<file path="src/rtl/spi_txn_scheduler_if.sv">
// Bundle between the SPI transaction scheduler and its neighbours: command push,
// response pop, SPI master control, status, and an FSM debug view.
interface spi_txn_scheduler_if;
    // tx_* and rsp_* are valid/ready channels: a byte moves on a clk edge with valid && ready
    // both high, and once valid is raised it stays high with data stable until accepted.
    logic       tx_valid;
    logic [7:0] tx_data;
    logic       tx_ready;
    logic       rsp_valid;
    logic [7:0] rsp_data;
    logic       rsp_ready;
    logic       err_timeout;
    logic       busy;
    logic       m_newd;
    logic [7:0] m_din;
    logic       m_cs;
    logic [7:0] m_dout;
    logic [1:0] dbg_state;

    modport slave (
        input  tx_valid, tx_data, rsp_ready, m_cs, m_dout,
        output tx_ready, rsp_valid, rsp_data, err_timeout, busy, m_newd, m_din, dbg_state
    );

    modport master (
        output tx_valid, tx_data, rsp_ready, m_cs, m_dout,
        input  tx_ready, rsp_valid, rsp_data, err_timeout, busy, m_newd, m_din, dbg_state
    );
endinterface

</file>
<file path="src/rtl/spi_txn_scheduler.sv">
// Queues command bytes and runs one SPI master transaction per byte, returning the
// byte shifted back by the chain; transactions that never start or never end are flagged.
module spi_txn_scheduler #(
    parameter int DEPTH        = 4,
    parameter int REQ_TIMEOUT  = 64,
    parameter int XFER_TIMEOUT = 512
) (
    input logic                 clk,
    input logic                 rst_n,
    spi_txn_scheduler_if.slave  bus
);
    localparam int AW   = $clog2(DEPTH);
    localparam int CW   = AW + 1;
    localparam int TMAX = (XFER_TIMEOUT > REQ_TIMEOUT) ? XFER_TIMEOUT : REQ_TIMEOUT;
    localparam int TW   = $clog2(TMAX) + 1;

    localparam logic [TW-1:0] REQ_LAST  = TW'(REQ_TIMEOUT - 1);
    localparam logic [TW-1:0] XFER_LAST = TW'(XFER_TIMEOUT - 1);

    typedef enum logic [1:0] {
        S_IDLE = 2'd0,
        S_REQ  = 2'd1,
        S_XFER = 2'd2,
        S_DONE = 2'd3
    } state_t;

    state_t state_q, state_d;

    logic [7:0]    mem [DEPTH];
    logic [AW-1:0] wr_ptr_q, rd_ptr_q;
    logic [CW-1:0] count_q;

    logic          cs_q;
    logic [TW-1:0] timer_q;
    logic [7:0]    acc_q;
    logic          newd_q;
    logic [7:0]    din_q;
    logic          rsp_valid_q;
    logic [7:0]    rsp_data_q;
    logic          err_q;

    logic push, pop, timer_clr, timeout, capture;
    logic fifo_empty, fifo_full;

    assign fifo_empty = (count_q == '0);
    assign fifo_full  = (count_q == CW'(DEPTH));
    assign push       = bus.tx_valid && !fifo_full;

    // ---------------- command FIFO ----------------
    always_ff @(posedge clk) begin
        if (push) begin
            mem[wr_ptr_q] <= bus.tx_data;
        end
    end

    always_ff @(posedge clk or negedge rst_n) begin
        if (!rst_n) begin
            wr_ptr_q <= '0;
            rd_ptr_q <= '0;
            count_q  <= '0;
        end else begin
            if (push) begin
                wr_ptr_q <= wr_ptr_q + AW'(1);
            end
            if (pop) begin
                rd_ptr_q <= rd_ptr_q + AW'(1);
            end
            case ({push, pop})
                2'b10:   count_q <= count_q + CW'(1);
                2'b01:   count_q <= count_q - CW'(1);
                default: count_q <= count_q;
            endcase
        end
    end

    // ---------------- FSM ----------------
    always_ff @(posedge clk or negedge rst_n) begin
        if (!rst_n) begin
            state_q <= S_IDLE;
        end else begin
            state_q <= state_d;
        end
    end

    always_comb begin
        state_d   = state_q;
        pop       = 1'b0;
        timer_clr = 1'b0;
        timeout   = 1'b0;
        capture   = 1'b0;
        case (state_q)
            S_IDLE: begin
                // Launch only once the master has released cs from any earlier transfer.
                if (!fifo_empty && cs_q) begin
                    pop       = 1'b1;
                    timer_clr = 1'b1;
                    state_d   = S_REQ;
                end
            end
            S_REQ: begin
                if (!cs_q) begin
                    timer_clr = 1'b1;
                    state_d   = S_XFER;
                end else if (timer_q == REQ_LAST) begin
                    timeout = 1'b1;
                    state_d = S_IDLE;
                end
            end
            S_XFER: begin
                if (cs_q) begin
                    capture = 1'b1;
                    state_d = S_DONE;
                end else if (timer_q == XFER_LAST) begin
                    timeout = 1'b1;
                    state_d = S_IDLE;
                end
            end
            S_DONE: begin
                if (bus.rsp_ready) begin
                    state_d = S_IDLE;
                end
            end
            default: state_d = S_IDLE;
        endcase
    end

    // ---------------- datapath ----------------
    always_ff @(posedge clk or negedge rst_n) begin
        if (!rst_n) begin
            cs_q        <= 1'b1;
            timer_q     <= '0;
            acc_q       <= '0;
            newd_q      <= 1'b0;
            din_q       <= '0;
            rsp_valid_q <= 1'b0;
            rsp_data_q  <= '0;
            err_q       <= 1'b0;
        end else begin
            cs_q <= bus.m_cs;

            if (timer_clr || !(state_q == S_REQ || state_q == S_XFER)) begin
                timer_q <= '0;
            end else begin
                timer_q <= timer_q + TW'(1);
            end

            // m_dout is zero outside the result window, so OR-ing every XFER cycle yields the byte.
            if (pop) begin
                acc_q <= '0;
            end else if (state_q == S_XFER) begin
                acc_q <= acc_q | bus.m_dout;
            end

            if (pop) begin
                din_q <= mem[rd_ptr_q];
            end

            // newd trails the REQ state by one cycle, so it stays up for the cycle after cs is seen low.
            newd_q <= (state_q == S_REQ);

            if (capture) begin
                rsp_data_q <= acc_q;
            end
            rsp_valid_q <= (state_d == S_DONE);
            err_q       <= timeout;
        end
    end

    assign bus.tx_ready    = !fifo_full;
    assign bus.busy        = (state_q != S_IDLE) || !fifo_empty;
    assign bus.rsp_valid   = rsp_valid_q;
    assign bus.rsp_data    = rsp_data_q;
    assign bus.err_timeout = err_q;
    assign bus.m_newd      = newd_q;
    assign bus.m_din       = din_q;
    assign bus.dbg_state   = state_q;
endmodule

</file>
<file path="src/flat_wrapper.sv">
// flat-port wrapper written by rule: the top's interface ports become plain ports
module spi_txn_scheduler_flat 
#(
    parameter int DEPTH        = 4,
    parameter int REQ_TIMEOUT  = 64,
    parameter int XFER_TIMEOUT = 512
)
  (clk, rst_n, bus_tx_valid, bus_tx_data, bus_rsp_ready, bus_m_cs, bus_m_dout, bus_tx_ready, bus_rsp_valid, bus_rsp_data, bus_err_timeout, bus_busy, bus_m_newd, bus_m_din, bus_dbg_state);
  spi_txn_scheduler_if bus_i ();
  input logic clk;
  input logic rst_n;
  input wire logic [$bits(bus_i.tx_valid)-1:0] bus_tx_valid;
  input wire logic [$bits(bus_i.tx_data)-1:0] bus_tx_data;
  input wire logic [$bits(bus_i.rsp_ready)-1:0] bus_rsp_ready;
  input wire logic [$bits(bus_i.m_cs)-1:0] bus_m_cs;
  input wire logic [$bits(bus_i.m_dout)-1:0] bus_m_dout;
  output wire logic [$bits(bus_i.tx_ready)-1:0] bus_tx_ready;
  output wire logic [$bits(bus_i.rsp_valid)-1:0] bus_rsp_valid;
  output wire logic [$bits(bus_i.rsp_data)-1:0] bus_rsp_data;
  output wire logic [$bits(bus_i.err_timeout)-1:0] bus_err_timeout;
  output wire logic [$bits(bus_i.busy)-1:0] bus_busy;
  output wire logic [$bits(bus_i.m_newd)-1:0] bus_m_newd;
  output wire logic [$bits(bus_i.m_din)-1:0] bus_m_din;
  output wire logic [$bits(bus_i.dbg_state)-1:0] bus_dbg_state;
  assign bus_i.tx_valid = bus_tx_valid;
  assign bus_i.tx_data = bus_tx_data;
  assign bus_i.rsp_ready = bus_rsp_ready;
  assign bus_i.m_cs = bus_m_cs;
  assign bus_i.m_dout = bus_m_dout;
  assign bus_tx_ready = bus_i.tx_ready;
  assign bus_rsp_valid = bus_i.rsp_valid;
  assign bus_rsp_data = bus_i.rsp_data;
  assign bus_err_timeout = bus_i.err_timeout;
  assign bus_busy = bus_i.busy;
  assign bus_m_newd = bus_i.m_newd;
  assign bus_m_din = bus_i.m_din;
  assign bus_dbg_state = bus_i.dbg_state;
  spi_txn_scheduler #(.DEPTH(DEPTH), .REQ_TIMEOUT(REQ_TIMEOUT), .XFER_TIMEOUT(XFER_TIMEOUT)) u_core (.clk(clk), .rst_n(rst_n), .bus(bus_i));
endmodule
</file>
<file path="config.mk">
export PLATFORM = sky130hd
export DESIGN_NAME = spi_txn_scheduler_flat
export DESIGN_NICKNAME = d
export VERILOG_FILES = /design/src/rtl/spi_txn_scheduler_if.sv /design/src/rtl/spi_txn_scheduler.sv /design/src/flat_wrapper.sv
export SDC_FILE = /design/constraint.sdc
export NUM_CORES = 1
export LEC_CHECK = 0
export CORE_MARGIN = 2
export CORE_UTILIZATION = 30
export DETAILED_ROUTE_END_ITERATION = 16
export PLACE_DENSITY_LB_ADDON = 0.1
export SETUP_SLACK_MARGIN = 0.2
export SKIP_CTS_REPAIR_TIMING = 1
export SYNTH_ARGS = -nofsm -noshare
export SYNTH_HDL_FRONTEND = slang
export SYNTH_SLANG_ARGS = --single-unit
</file>
<file path="constraint.sdc">
create_clock -name clk -period 3.3 [get_ports clk]
set_clock_uncertainty 0.2 [all_clocks]
set_input_delay 0.99 -clock clk [delete_from_list [all_inputs] [get_ports clk]]
set_output_delay 0.99 -clock clk [all_outputs]
set_load 0.02 [all_outputs]
</file>
## Yosys cells after proc, flatten, opt, wreduce, memory -nomap -nowiden

Memory sizes are Yosys's and may differ from the RTL's. A register that Yosys moved wholly into a read port is not among the register bits.
Index checks and enable logic that the tools add are counted.

- Bits in registers: 39
- Bits in writable memories: 32
- Input port bits: 21
- Output and inout port bits: 23
- Logic and storage cells: 65
- Memories kept: 1

Memory list:

| name | words | width | rd ports | clocked after memory_dff | write ports | line | text |
|---|---|---|---|---|---|---|---|
| u_core.mem | 4 | 8 | 1 | 1 | 1 | spi_txn_scheduler.sv:29 | `logic [7:0] mem [DEPTH];` |

- Add/sub/neg operators: 5
- Equal/unequal tests: 9
- Muxes and demuxes: 24
- Bitwise gates (word level): 1
- Reduce and logical (&&, ||, !) cells: 14

Operators with widths:

| kind | count |
|---|---|
| two-way mux 8 bit | 2 |
| two-way mux 2 bit | 6 |
| two-way mux 1 bit | 11 |
| adder 10 x 1 -> 10 bit (second input constant) | 1 |
| equality test 10 x 6 -> 1 bit (second input constant) | 1 |
| equality test 10 x 9 -> 1 bit (second input constant) | 1 |
| two-way mux 10 bit | 1 |
| equality test 2 bit (second input constant) | 4 |
| OR 8 bit | 1 |
| one-hot mux 2 bit (4 select lines) | 1 |
| one-hot mux 3 bit (2 select lines) | 1 |
| nonzero test 2 bit | 3 |
| adder 2 x 1 -> 2 bit (second input constant) | 2 |
| equality test 2 x 1 -> 1 bit (second input constant) | 2 |
| zero test 1 bit | 4 |
| one-hot mux 1 bit (2 select lines) | 2 |
| adder 3 x 1 -> 3 bit (second input constant) | 1 |
| equality test 3 bit (second input constant) | 1 |
| zero test 3 bit | 1 |
| logical OR 1 bit | 3 |
| subtractor 3 x 1 -> 3 bit (second input constant) | 1 |
| logical AND 1 bit | 2 |
| zero test 2 bit | 1 |

## Logic depth before layout (Yosys ltp)

Gate-level depths: netlist (run 1).

- Depth after elaboration: 7
- Mapped depth: 11
- Mapped depth without buffers: 10

## Least setup slack after synthesis (run 1)

OpenSTA, ideal clock, no wires.

- Path type: reg-to-reg
- Start point: register u_core.cs_q
- End point: register u_core.count_q[2]
- Setup time: 0.079 ns
- Arrival time: 2.295 ns
- Required time: 3.021 ns
- Setup slack: 0.726 ns
- Stages on the path, launching flop included: 12
- Buffers on the path: 2
- Clock period less this slack: 2.574 ns
- Cells stage by stage: dfstp_2 buf_2 o31a_1 nand2_1 inv_2 clkbuf_1 ha_1 inv_1 fa_1 xor2_1 nor2_1 xor2_1

- Word-level cells in the longest chain between the ends: 5
- Elaborated cells on any way between the ends: 7
- Those cells by class: eq/ne: 2; mux: 3; reduce/logical: 2

Ends and longest elaborated chain:

| item | line | text |
|---|---|---|
| start, declared | spi_txn_scheduler.sv:33 | `logic cs_q;` |
| start signal, assigned | spi_txn_scheduler.sv:139 | `cs_q <= bus.m_cs;` |
| logical AND 1 bit * | spi_txn_scheduler.sv:94 | `if (!fifo_empty && cs_q) begin` |
| two-way mux 1 bit * | spi_txn_scheduler.sv:94 |  |
| two-way mux 1 bit * | spi_txn_scheduler.sv:91 | `case (state_q)` |
| equality test 2 x 1 -> 1 bit / equality test 2 bit (equally long branches) | spi_txn_scheduler.sv:68 | `case ({push, pop})` |
| one-hot mux 3 bit (2 select lines) / nonzero test 2 bit (equally long branches) | - |  |
| end signal, assigned | spi_txn_scheduler.sv:69 | `2'b10: count_q <= count_q + CW'(1);` |
| end signal, assigned | spi_txn_scheduler.sv:70 | `2'b01: count_q <= count_q - CW'(1);` |
| end signal, assigned | spi_txn_scheduler.sv:71 | `default: count_q <= count_q;` |
| end, declared | spi_txn_scheduler.sv:31 | `logic [CW-1:0] count_q;` |

Every way passes the cells marked *; elsewhere a longest branch is shown, timed or not.
A chain may end at the register's enable or synchronous reset.

## Final worst setup path (run 1)

- Start point: register u_core.count_q[0]
- End point: output port bus_tx_ready

- Word-level cells in the longest chain between the ends: 2

Ends and longest elaborated chain:

| item | line | text |
|---|---|---|
| equality test 3 bit | spi_txn_scheduler.sv:46 | `assign fifo_full = (count_q == CW'(DEPTH));` |
| zero test 1 bit | spi_txn_scheduler.sv:169 | `assign bus.tx_ready = !fifo_full;` |
| end, declared | flat_wrapper.sv:17 | `output wire logic [$bits(bus_i.tx_ready)-1:0] bus_tx_ready;` |

Every way passes these cells.

==> qor.txt, run 1 <==
Fillers: 1064
Post-Layout Cell Count: 438
Cell Chain, Critical Path: nor2_1, nand2_1, clkdlybuf4s50_1
first-pass iteration count of the detailed router: 4
WL/cell: 13.70 microns
Syn Area/Cell: 13.55 sq um
Clock Sinks: 79
CTS root buf: clkbuf_8
crit-path max cell delay: 0.65 ns
Clock Pin Slew Worst Setup and Hold Paths: 0.08 ns
die area: 11730 sq um
max_cap viols: 0
worst hold-check path type: flip-flop to flip-flop
Synth top area share: 35.26%
post-route ant nets: 0
final global-route overflow total: 0
Critical Path End Type: primary output
area leader, netlist: dfrtp_1
min Tclk post-route: 2.872 ns
cell-internal power: 2.367 mW
worst hold slack: 0.2843 ns
Slew Limit Fails: 0
ant diodes: 0
most frequent cells in the layout: dfrtp_1 (45), clkdlybuf4s50_1 (41), nand2_1 (35), edfxtp_1 (32), nor2_1 (24)
CTS tree: done
Core Area: 10750 sq um
Setup CP Type: flip-flop to primary output
Switch Pwr: 1.244 mW
synth-to-layout area growth: 25.76%
Worst Max-Slew Pin Slew: 0.5885 ns
clock share of power: 23.2%
Nets: 326
critical path's top delay family: buffers and inverters
DIE WIDTH: 108.3 microns
outcome: finished clean
Sw Share: 34.45%
via count: 1919
power per cell area: 879.5 nW/um^2
Worst EP arrival: 1.68 ns
CP max FO: 6
setup TNS: 0 ns
IO Port Bufs: 43
peak supply drop: 275.9 uV
commonest non-fill, non-tap cell in the layout: dfrtp_1
sequential area share after synthesis: 65.50%
num rows: 38
vias in the first global route: 1932
Vias/cell: 4.381
IO Count: 44
Yosys cell types: 38
largest net degree at the start of global routing: 19
total chip power: 3.611 mW
Clock Latency Late Sink: 0.36 ns
ranking of synthesized cells by area: dfrtp_1 (35%), edfxtp_1 (29%), mux4_2 (5.5%)
Crit. path cell count: 3
clk buf depth: 2
Cell Area, Synth: 3264 sq um
routed wire length: 6000 microns
slew margin rel.: 60.77%
Req. time, crit path: 2.11 ns
hold path depth: 2
Combinational Power Share: 34.3%
startpoint class of the critical path: flip-flop
syn_nets: 274
CP max-delay cell: clkdlybuf4s50_1
share of cells above drive strength 1: 14.43%
Initial DRC Count: 39
Fin. Hold Viols: 0
# setup viols final: 0
sequential share of power: 42.6%
Leakage: 1.669 nW
Reg2Reg Depth: 10
Total GRT Usage: 11.61%
hpwl dp: 4129 microns
Warnings, synthesis: 0
CP bufs+invs: 1
cell count after placement: 422
antenna violations before repair: 0
RSZ-0062 raised after global routing: no
Post-Syn Instances: 241
Initial Utilization: 30.38%
# DRC: 0
Yosys reg bits: 79
Tcrit/Tclk final: 87.02%
placer congestion estimate: 0.7411
Max Clk Rate: 348.2 MHz
H-Tree Depth: 3
die height: 108.3 microns
total CTS buffers: 9
first-pass GRT wire length: 10120 microns
sequential cells by signal (all words and copies together), names as in the netlist:
register / count
u_core.cs_q: 1
u_core.bus.dbg_state: 2
u_core.mem: 32
u_core.count_q: 3
u_core.rd_ptr_q: 2
u_core.timer_q: 10
u_core.bus.err_timeout: 1
u_core.bus.rsp_data: 8
u_core.wr_ptr_q: 2
u_core.bus.m_newd: 1
u_core.bus.rsp_valid: 1
u_core.bus.m_din: 8
u_core.acc_q: 8
worst min-delay path, delay by kind of cell, from the launching register on:
| family | cells | cell delay [ns] |
|---|---|---|
| and+or+nand+nor | 2 | 0.11 |
| DFF | 1 | 0.35 |
power groups by stage:
stage               Combinational, mW  Clock [mW]  Sequential (mW)
finish                           1.24       0.837             1.54
global route                     1.38       0.923             1.58
CTS                              1.26       0.865             1.55
detailed placement               1.26           0             1.57
global placement                 1.26           0             1.57
floorplan                       0.709           0             1.61
routing by layer:
metal  wire (microns)  global-route usage, %
met4               81                  3.846
met3              239                  4.702
met1             2842                  14.89
met2             2837                  17.92
met5                0                      0
logic make-up after synthesis:
family,after synthesis,share of synthesized area (%)
flip-flops,79,65.50
AO/OA/AOI/OAI,21,4.178
multiplexers,18,8.931
XOR/XNOR,14,3.756
adder cells (fa/ha/maj),12,4.829
buffers and inverters,18,2.184
AND/OR/NAND/NOR,79,10.62
Yosys cell counts, drive strengths merged:
master / instances
fa: 1
or3: 1
and3: 4
or4: 1
mux2i: 1
a21oi: 9
a31oi: 3
inv: 12
mux4: 8
xor2: 3
o31ai: 1
nor2: 24
buf: 4
a41oi: 1
o21ai: 3
o41a: 1
nand2: 35
nand3b: 1
ha: 11
nand3: 4
nand4: 1
dfstp: 1
nor4b: 1
nor2b: 1
o31a: 1
nor4: 1
mux2: 9
dfrtp: 46
edfxtp: 32
nor3: 3
xnor2: 11
clkbuf: 2
and2: 1
o22ai: 1
nand2b: 1
a22oi: 1
cell type report:
type                            instances  area (sq um)  share of cell area [%]
Clock inverter                          7         108.9                   2.652
Multi-Input combinational cell        144          1055                   25.69
Sequential cell                        79          2140                   52.12
Tap cell                              140         175.2                   4.267
Inverter                               12         45.04                   1.097
Timing Repair Buffer                   47         457.9                   11.16
Clock buffer                            9         123.9                   3.017
stage by stage:
step | instance area [sq um] | utilization [%] | worst slack [ns]
floorplan | 3264 | - | 0.7260
global placement | 3869 | 36.00 | 0.3126
detailed placement | 3869 | 36.00 | 0.3002
CTS | 4101 | 38.17 | 0.2023
global route | 4105 | 38.20 | 0.3341
finish | 4105 | 38.20 | 0.4283
final timing paths:
check | startpoint | end | slack [ns]
max reg2reg | u_core.count_q[0] | u_core.count_q[2] | 0.98
max | u_core.count_q[0] | bus_tx_ready | 0.43
min in group asynchronous | rst_n | u_core.timer_q[2] | 0.31
max in group asynchronous | rst_n | u_core.cs_q | 1.99
min | u_core.bus.m_din[7] | u_core.bus.m_din[7] | 0.28
min reg2reg | u_core.bus.m_din[7] | u_core.bus.m_din[7] | 0.28
(Power assumes the default switching activity.)
==> run 2, diff against run 1 <==
PLACE_DENSITY_LB_ADDON = 0.2   (was 0.1)
==> run 2 against run 1 <==
Via count is 0.63% lower. Combinational power barely moved. Wire length decreased by 2.6%. Sequential power barely moved. Utilization fell by 0.38 points. First-iteration DRC count increased by 85%. Global-route usage fell by 0.29 points. Sequential share of layout area increased by 0.53 points. Total power shrank 3.7%. Clock power is 15% lower. Worst hold slack worse by 0.0035 ns. Non-clock buffer count unchanged.
==> qor.txt, run 2 (synthesized netlist as in run 1, its figures left out) <==
setup TNS: 0 ns (unchanged)
IO Count: 44 (unchanged)
max reg flops: 32 (unchanged)
Setup CP Type: flip-flop to primary output (unchanged)
post-route ant nets: 0 (unchanged)
share of cells above drive strength 1: 14.43% (unchanged)
outcome: finished clean (unchanged)
routed wire length: 5843 microns (was 6000 microns)
Max Clk Rate: 331.6 MHz (was 348.2 MHz)
Design Area, Final: 4064 sq um (was 4105 sq um)
Leakage: 1.648 nW (was 1.669 nW)
Critical Path End Type: primary output (unchanged)
# setup viols final: 0 (unchanged)
Combinational Power Share: 35.5% (was 34.3%)
Final Util: 37.82% (was 38.20%)
Req. time, crit path: 2.11 ns (about the same)
CTS tree: done (unchanged)
antenna violations before repair: 0 (unchanged)
Clock Latency Late Sink: 0.36 ns (about the same)
peak supply drop: 301.0 uV (was 275.9 uV)
Core Area: 10750 sq um (unchanged)
sequential share of power: 44.1% (was 42.6%)
met2 wire len: 2854 microns (was 2837 microns)
placed cell areas: 3869 sq um (unchanged)
slew margin rel.: 60.48% (was 60.77%)
Setup WS pre-CTS: 0.2895 ns (was 0.3002 ns)
# DRC: 0 (unchanged)
die height: 108.3 microns (unchanged)
via count: 1907 (was 1919)
Slew Limit Fails: 0 (unchanged)
min Tclk post-route: 3.015 ns (was 2.872 ns)
H-Tree Depth: 3 (unchanged)
Worst Max-Slew Pin Slew: 0.5929 ns (was 0.5885 ns)
Vias/cell: 4.354 (was 4.381)
detailed-route wire length on metal 1: 2655 microns (was 2842 microns)
first-pass iteration count of the detailed router: 4 (unchanged)
Worst EP arrival: 1.83 ns (was 1.68 ns)
cell-internal power: 2.223 mW (was 2.367 mW)
num rows: 38 (unchanged)
met3 routed WL: 213 microns (was 239 microns)
startpoint class of the critical path: flip-flop (unchanged)
die area: 11730 sq um (unchanged)
Tcrit/Tclk final: 91.37% (was 87.02%)
total CTS buffers: 9 (unchanged)
CTS root buf: clkbuf_8 (unchanged)
Clock Pin Slew Worst Setup and Hold Paths: 0.09 ns (was 0.08 ns)
commonest non-fill, non-tap cell in the layout: dfrtp_1 (unchanged)
CP max FO: 5 (was 6)
Clock Sinks: 79 (unchanged)
Largest regs: u_core.mem (32), u_core.timer_q (10) (unchanged)
Sw Share: 36.06% (was 34.45%)
final global-route overflow total: 0 (unchanged)
Max Used Layer: met4 (unchanged)
max_cap viols: 0 (unchanged)
vias in the first global route: 1954 (was 1932)
Nets: 326 (unchanged)
Switch Pwr: 1.254 mW (was 1.244 mW)
worst hold-check path type: flip-flop to flip-flop (unchanged)
WL/cell: 13.34 microns (was 13.70 microns)
Initial DRC Count: 72 (was 39)
largest net degree at the start of global routing: 28 (was 19)
synth-to-layout area growth: 24.49% (was 25.76%)
Fin. Hold Viols: 0 (unchanged)
final worst slack: 0.2847 ns (was 0.4283 ns)
ant diodes: 0 (unchanged)
placer congestion estimate: 0.7287 (was 0.7411)
Total GRT Usage: 11.32% (was 11.61%)
first-pass GRT wire length: 9825 microns (was 10120 microns)
hpwl dp: 4132 microns (was 4129 microns)
clk buf depth: 2 (unchanged)
IO Port Bufs: 43 (unchanged)
clock share of power: 20.4% (was 23.2%)
RSZ-0062 raised after global routing: no (unchanged)
DIE WIDTH: 108.3 microns (unchanged)
most frequent cells in the layout: dfrtp_1 (45), clkdlybuf4s50_1 (42), nand2_1 (35), edfxtp_1 (32), nor2_1 (24) (was dfrtp_1 (45), clkdlybuf4s50_1 (41), nand2_1 (35), edfxtp_1 (32), nor2_1 (24))
Biggest register: u_core.mem (unchanged)
Initial Utilization: 30.38% (unchanged)
power per cell area: 855.5 nW/um^2 (was 879.5 nW/um^2)
==> run 2: final timing paths <==
kind                       cells past startpoint  slack (ns)                    start                      to
hold / removal                                 2        0.28      u_core.bus.m_din[7]     u_core.bus.m_din[7]
max in group asynchronous                      2        1.88                    rst_n     u_core.bus.m_din[2]
min in group asynchronous                      1        0.42                    rst_n  u_core.bus.rsp_data[2]
setup / recovery                               4        0.28  u_core.bus.dbg_state[1]                bus_busy
hold reg to reg                                2        0.28      u_core.bus.m_din[7]     u_core.bus.m_din[7]
setup reg to reg                              10        0.98        u_core.count_q[1]       u_core.count_q[2]
==> run 2: worst max-delay path, cell delays in order, from the launching register on <==
cell and delay, ns:
dfrtp_1 0.44, inv_1 0.12, ha_1 0.21, nand3b_1 0.08
clkdlybuf4s50_1 0.62
==> run 2: layout make-up <==
class | count | area, sq um
inverters | 12 | 45.04
well taps | 140 | 175.2
clock inverters | 7 | 70.07
flip-flops and latches | 79 | 2140
clock buffers | 9 | 123.9
repair buffers | 47 | 455.4
fillers | 1081 | 6681
multi-input cells | 144 | 1055
==> run 2: stage by stage <==
step / hold WS [ns] / power (mW) / instances
final: 0.2807 / 3.477 / 438
after detailed placement: 0.2621 / 2.822 / 422
after global routing: 0.3103 / 3.734 / 438
after floorplan: 0.2547 / 2.320 / 241
after global placement: 0.2604 / 2.798 / 422
after CTS: 0.2838 / 3.539 / 438
==> run 2: per-layer routing <==
metal | global-route usage, % | vias to the layer above
met1 | 14.60 | 923
li1 | - | 945
met5 | 0 | -
met2 | 17.74 | 28
met4 | 4.670 | 0
met3 | 3.496 | 11
==> run 2: power by group through the flow <==
stage	clock network [mW]	registers (mW)	logic, mW
floorplan	0	1.61	0.709
global placement	0	1.55	1.24
detailed placement	0	1.56	1.26
CTS	0.736	1.54	1.26
global route	0.780	1.59	1.37
finish	0.710	1.53	1.23
